## src/rtl/program_loader_pkg.sv

```systemverilog
// Shared types and constants for the boot-time program loader.
package program_loader_pkg;
    typedef enum logic [2:0] {S_IDLE, S_LOAD, S_CHECK, S_DONE, S_ERROR} state_t;
    localparam int BYTES_PER_WORD = 4;
endpackage

```

## src/rtl/program_loader_word_packer.sv

```systemverilog
// Packs a byte stream big-endian into 32-bit words; flags the byte that completes a word.
module word_packer
    import program_loader_pkg::*;
(
    input  logic        clk,
    input  logic        reset,
    input  logic        clear,
    input  logic        byte_en,
    input  logic [7:0]  byte_in,
    output logic [31:0] word,
    output logic        word_complete
);
    logic [23:0] shift;
    logic [1:0]  cnt;

    // The completing byte is combined combinationally so the word is ready on the accepting edge.
    assign word          = {shift, byte_in};
    assign word_complete = byte_en && (cnt == 2'(BYTES_PER_WORD - 1));

    always_ff @(posedge clk or posedge reset) begin
        if (reset) begin
            shift <= '0;
            cnt   <= '0;
        end else if (clear) begin
            shift <= '0;
            cnt   <= '0;
        end else if (byte_en) begin
            shift <= {shift[15:0], byte_in};
            cnt   <= cnt + 2'd1;
        end
    end
endmodule

```

## src/rtl/program_loader.sv

```systemverilog
// Streams an image into memory word by word, verifies the XOR checksum and releases the CPU.
module program_loader
    import program_loader_pkg::*;
#(
    parameter int DEPTH  = 32,
    parameter int ADDR_W = 32
) (
    input  logic              clk,
    input  logic              reset,
    input  logic              start,
    input  logic [7:0]        in_data,
    input  logic              in_valid,
    output logic              in_ready,
    output logic              wr_en,
    output logic [ADDR_W-1:0] wr_addr,
    output logic [31:0]       wr_data,
    output logic              cpu_hold,
    output logic              done,
    output logic              error
);
    localparam int WC_W = (DEPTH > 1) ? $clog2(DEPTH) : 1;

    state_t          state;
    logic [WC_W-1:0] word_cnt;
    logic [7:0]      checksum;
    logic [31:0]     packed_word;
    logic            word_complete;
    logic            accept;
    logic            data_accept;
    logic            start_ok;

    assign accept      = in_valid && in_ready;
    assign data_accept = accept && (state == S_LOAD);
    assign start_ok    = start && (state == S_IDLE || state == S_DONE || state == S_ERROR);

    word_packer u_packer (
        .clk           (clk),
        .reset         (reset),
        .clear         (start_ok),
        .byte_en       (data_accept),
        .byte_in       (in_data),
        .word          (packed_word),
        .word_complete (word_complete)
    );

    always_ff @(posedge clk or posedge reset) begin
        if (reset) begin
            state    <= S_IDLE;
            in_ready <= 1'b0;
            wr_en    <= 1'b0;
            wr_addr  <= '0;
            wr_data  <= '0;
            cpu_hold <= 1'b1;
            done     <= 1'b0;
            error    <= 1'b0;
            word_cnt <= '0;
            checksum <= '0;
        end else begin
            wr_en <= 1'b0;
            if (word_complete) begin
                wr_en   <= 1'b1;
                wr_addr <= ADDR_W'(word_cnt) << 2;
                wr_data <= packed_word;
            end
            case (state)
                S_IDLE, S_DONE, S_ERROR: begin
                    if (start) begin
                        state    <= S_LOAD;
                        in_ready <= 1'b1;
                        word_cnt <= '0;
                        checksum <= '0;
                        done     <= 1'b0;
                        error    <= 1'b0;
                        cpu_hold <= 1'b1;
                    end
                end
                S_LOAD: begin
                    if (data_accept) begin
                        checksum <= checksum ^ in_data;
                        if (word_complete) begin
                            if (word_cnt == WC_W'(DEPTH - 1))
                                state <= S_CHECK;
                            else
                                word_cnt <= word_cnt + 1'b1;
                        end
                    end
                end
                S_CHECK: begin
                    if (accept) begin
                        in_ready <= 1'b0;
                        if (in_data == checksum) begin
                            state    <= S_DONE;
                            done     <= 1'b1;
                            cpu_hold <= 1'b0;
                        end else begin
                            state <= S_ERROR;
                            error <= 1'b1;
                        end
                    end
                end
                default: state <= S_IDLE;
            endcase
        end
    end
endmodule

```

## config.mk

```make
export PLATFORM = sky130hd
export DESIGN_NAME = program_loader
export DESIGN_NICKNAME = d
export VERILOG_FILES = /design/src/rtl/program_loader_pkg.sv /design/src/rtl/program_loader_word_packer.sv /design/src/rtl/program_loader.sv
export SDC_FILE = /design/constraint.sdc
export NUM_CORES = 1
export LEC_CHECK = 0
export CORE_UTILIZATION = 45
export CTS_CLUSTER_SIZE = 12
export DETAILED_ROUTE_END_ITERATION = 12
export DONT_BUFFER_PORTS = 1
export PLACE_DENSITY = 0.66
export RECOVER_POWER = 25
export SLEW_MARGIN = 20
export SYNTH_ARGS = -nofsm -noshare
export SYNTH_HDL_FRONTEND = slang
export SYNTH_HIERARCHICAL = 1
export SYNTH_SLANG_ARGS = --single-unit
```

## constraint.sdc

```tcl
create_clock -name clk -period 3.7 [get_ports clk]
set_input_delay 0.74 -clock clk [delete_from_list [all_inputs] [get_ports clk]]
set_output_delay 0.74 -clock clk [all_outputs]
set_load 0.01 [all_outputs]
```

* After elaboration in Yosys (flattened, before gate mapping)
Index checks and enable logic that the tools add are counted.
Cells by class: add/subtract/negate cells 2, eq/ne operators 15, muxes and demuxes 33, bitwise operators 1, reductions and logical operators 17
Operators with widths (number):
- $mux W24 | 2
- $mux W5 | 4
- $mux W3 | 6
- $mux W8 | 2
- $pmux W8 S2 | 1
- $mux W1 | 10
- $ne A2 B2 Y1 const B | 5
- $pmux W5 S2 | 1
- $reduce_and A5 Y1 | 2
- $pmux W3 S3 | 1
- $eq A8 B8 Y1 | 1
- $pmux W1 S2 | 4
- $reduce_and A4 Y1 | 2
- $xor A8 B8 Y8 | 1
- $eq A3 B2 Y1 const B | 2
- $ne A2 B1 Y1 const B | 3
- $reduce_and A3 Y1 | 2
- $reduce_bool A2 Y1 | 3
- $add A5 B1 Y5 const B | 1
- $eq A5 B5 Y1 const B | 1
- $logic_and A1 B1 Y1 | 4
- $mux W2 | 2
- $eq A3 B1 Y1 const B | 1
- $eq A3 B3 Y1 const B | 1
- other kinds (5) | 6
Word-level totals: flip-flop bits (word level) 84, input bits 12, output and inout port bits 69, logic and storage cells 80

* Logic depth before layout (Yosys ltp)
depth in word-level cells 6, gate-level depth with buffers 11, mapped depth without buffers 9

* By module
Netlist, hierarchy kept.
Modules (own cells, without submodules):
- program_loader | instances 1, cells an instance 223, area an instance 2746.4 µm², seq. area each 1452.6 µm²
- word_packer | instances 1, cells an instance 95, area an instance 1158.6 µm², seq. area each 650.6 µm²

* Worst setup path after synthesis
No wires, ideal clock.
kind input port to flip-flop, from input in_valid, to register state[1], library setup time 0.131 ns, data arrival time 2.791 ns, required time 3.569 ns, slack 0.778 ns, stages on the path 10, path buffers 2, cell sequence nand2_2 nor2_1 buf_6 buf_12 and2_1 inv_1 or4b_4 a31o_1 a22oi_1 o21ai_1
Between the ends: longest elaborated chain between the ends 5, elaborated cells on any way between the ends 7, those cells by class eq/ne (3); reduce/logical (4)
RTL lines:
- from (decl) | line program_loader.sv:12 | input logic in_valid,
- $logic_and A1 B1 Y1 | line program_loader.sv:32 | assign accept = in_valid && in_ready;
- $logic_and A1 B1 Y1 | line program_loader.sv:33 | assign data_accept = accept && (state == S_LOAD);
- net data_accept | line program_loader.sv:29 | logic data_accept;
- $logic_and A1 B1 Y1 | line program_loader_word_packer.sv:18 | assign word_complete = byte_en && (cnt == 2'(BYTES_PER_WORD - 1));
- net word_complete | line program_loader.sv:27 | logic word_complete;
- $ne A2 B1 Y1 (no source line)
- $reduce_and A5 Y1 (no source line)
- to (signal assigned) | line program_loader.sv:48 | state <= S_IDLE;
- to (signal assigned) | line program_loader.sv:68 | state <= S_LOAD;
- to (signal assigned) | line program_loader.sv:82 | state <= S_CHECK;
- to (decl) | line program_loader.sv:23 | state_t state;
The timed path passes the listed nets, and every way through them passes these cells. A chain may end at the register's enable or synchronous reset.

* Worst setup path in the final report
from register state[1], to register state[1]
Between the ends: longest elaborated chain between the ends 5, elaborated cells on any way between the ends 15, those cells by class eq/ne (9); mux (1); reduce/logical (5)
RTL lines (line):
- $eq A3 B1 Y1 | program_loader.sv:33
- $logic_and A1 B1 Y1 | program_loader.sv:33
- net data_accept | program_loader.sv:29
- $logic_and A1 B1 Y1 | program_loader_word_packer.sv:18
- net word_complete | program_loader.sv:27
- $ne A2 B1 Y1 (no source line)
- $reduce_and A5 Y1 (no source line)
The timed path passes the listed nets, and every way through them passes these cells.

==> flow_summary.yaml <==
status:
  status: "complete, no violations"
final_layout:
  final_layout_size_suffix_gt1_share_pct: 21.02
  n_antenna_cell: 0
  area_growth_pct: 2.275
  layout.nets: 325
  final_cell_mix: "dfrtp_1, mux2_2, nor2_1"
  final_common_cell: "dfrtp_1"
worst_setup_path:
  end_kind: "register"
  crit_required_ns: 3.92
  worstPathArrival_ns: 2.94
  critPathKind: "register to register"
  crit_fanout: 15
  rrSetupSlack_ns: 0.98
  critPathLaunchType: "register"
placement:
  portBuffers: 0
  hpwl_um: 4365
  gp_congestion: 0.7960
timing:
  rsz0062_at_grt: "false"
  final.min_clock_period_ns: 2.724
  finalSetupViolCount: 0
  post-route-period-util_pct: 73.62
  fin_tns_setup_ns: 0
  slew_violations: 0
  fin_hold_ws_ns: 0.4612
  final.setup_skew_ns: 0.007079
  max_slew.worst_pin.slew_ns: 1.276
  fmax_mhz: 367.1
  hold_violations: 0
  slew_headroom_pct: 14.87
routing:
  drt_iter0_markers: 125
  route.detailed.drc: 0
  num_vias: 2167
  ant_nets: 0
  firstDrtPassIters: 5
  via_per_inst: 5.172
  drt_wl_total_um: 6655
  wire_per_inst_um: 15.88
die:
  core_area_sq_mm: 0.008299
  dieArea_sq_mm: 0.009054
  rows: 33
  start_util_pct: 47.05
  die_h_um: 95.16
  ios: 81
  die_width_um: 95.16
clock_tree:
  cts-hold-fix-buffers: 0
  clkSlewWorstSetupHoldPaths_ns: 0.08
  post_cts_resized: 0
  cts_htree_levels: 3
  cts.path.max_buffers: 2
  cts-root-buf: "clkbuf_8"
  cts_setup_buffers: 0
  cts_buffers: 9
  clock_latency_ns: 0.35
  cts.sinks: 84
  cts_tree: "done"
synth:
  ys_seq_area_share_pct: 53.86
  ys.flop_type: "dfrtp_1"
  syn_avg_cell_area_sq_um: 12.28
  netlist_area_sq_mm: 0.003905
  synth_edf_count: 0
  ys_ff_latch: 84
  postSynth.asyncResetShare_pct: 100.0
  syn_inst: 318
  synth.distinct_cells: 47
  yosys_warnings: 6
global_routing:
  grt_max_degree: 39
  grt_pass1_vias: 2215
  grt_antenna_before_repair: 0
  grt_pass1_wl_um: 11200
  grt_use_total_pct: 16.75
  overflow: 0
pwr:
  p_per_area_mw_per_mm2: 684.1
  finalPower_mw: 2.732
  vdd_drop_max_mv: 0.2620
  p_leak_nw: 1.925
run:
  max_cap_viol_count: 0
worst_hold_path:
  min_path_type: "input pin to register"
## cell usage after synthesis, drive strengths merged (3+ instances only)
cell type / number / area (sq um)
a21o: 4 / 31.28
a21oi: 4 / 20.02
a22o: 9 / 78.83
buf: 45 / 355.3
clkbuf: 4 / 15.01
dfrtp: 83 / 2077
ha: 3 / 37.54
inv: 8 / 30.03
mux2: 37 / 416.7
mux2i: 26 / 260.3
nand2: 5 / 21.27
nor2: 31 / 118.9
nor2b: 9 / 56.30
o21ai: 12 / 60.05
xnor2: 9 / 78.83
## layout make-up
type	count	area, sq um
Clock buffer	11	141.4
Inverter	8	30.03
Multi-Input combinational cell	203	1508
Timing Repair Buffer	4	30.03
Fill cell	746	4305
Clock inverter	4	50.05
Tap cell	105	131.4
Sequential cell	84	2103
## flip-flops by register name, indices dropped and copies added, names as in the netlist, 2 cells and up
signal,count
word_cnt,5
u_packer/shift,24
state,3
wr_addr,5
checksum,8
wr_data,32
u_packer/cnt,2
## final timing paths
kind / end / depth (start not counted) / from
worst min-delay path: in_ready$_DFFE_PP0P_ / 1 / in_valid
worst min register to register: wr_data[24]$_DFFE_PP0P_ / 1 / u_packer/shift[16]$_DFFE_PP0P_
worst max register to register: state[1]$_DFFE_PP0P_ / 8 / state[1]$_DFFE_PP0P_
worst max-delay path: state[1]$_DFFE_PP0P_ / 8 / state[1]$_DFFE_PP0P_
min in group asynchronous: u_packer/shift[10]$_DFFE_PP0P_ / 1 / reset
max in group asynchronous: wr_data[0]$_DFFE_PP0P_ / 2 / reset
## stage by stage
step / instance area [sq um] / setup WS, ns / instances / util (%)
after floorplan: 4003 / 0.7779 / 344 / -
after global placement: 3802 / 1.060 / 404 / 45.82
after detailed placement: 3802 / 0.9966 / 404 / 45.82
after CTS: 3994 / 0.9765 / 419 / 48.12
after global routing: 3994 / 0.7654 / 419 / 48.12
final: 3994 / 0.9762 / 419 / 48.12
## report_power, final
part	total (mW)	internal, mW	switching (mW)
logic	0.728	0.328	0.399
clock network	0.642	0.326	0.316
registers	1.36	1.14	0.225
total	2.73	1.79	0.941
## layer usage
metal  global-route usage [%]  routed length (um)  vias up
met2                    26.13                3084       69
met4                    8.333                 144        0
met5                        0                   0        -
met3                    5.423                 413       11
met1                    20.85                3012     1077
li1                         -                   -     1010
## cell families (layout without fill, tap and decap cells)
kind of cell	after synthesis	count (layout)	share of synthesized area, %
simple gates	61	61	8.075
mux	63	63	17.33
xor+xnor	9	9	2.019
compound gates	40	40	7.402
buf+inv	57	27	10.25
flops	84	84	53.86
other cells	1	27	0.09603
fa+ha+maj	3	3	0.9613
## critical path, stage by stage, from the launching register on
cell	delay, ns
dfrtp_1	0.50
nand3b_1	0.56
nor2_4	0.21
and2_2	0.18
inv_1	0.06
or4b_4	0.53
a31o_1	0.28
a22oi_1	0.19
o21ai_1	0.08
(Power assumes the default switching activity.)
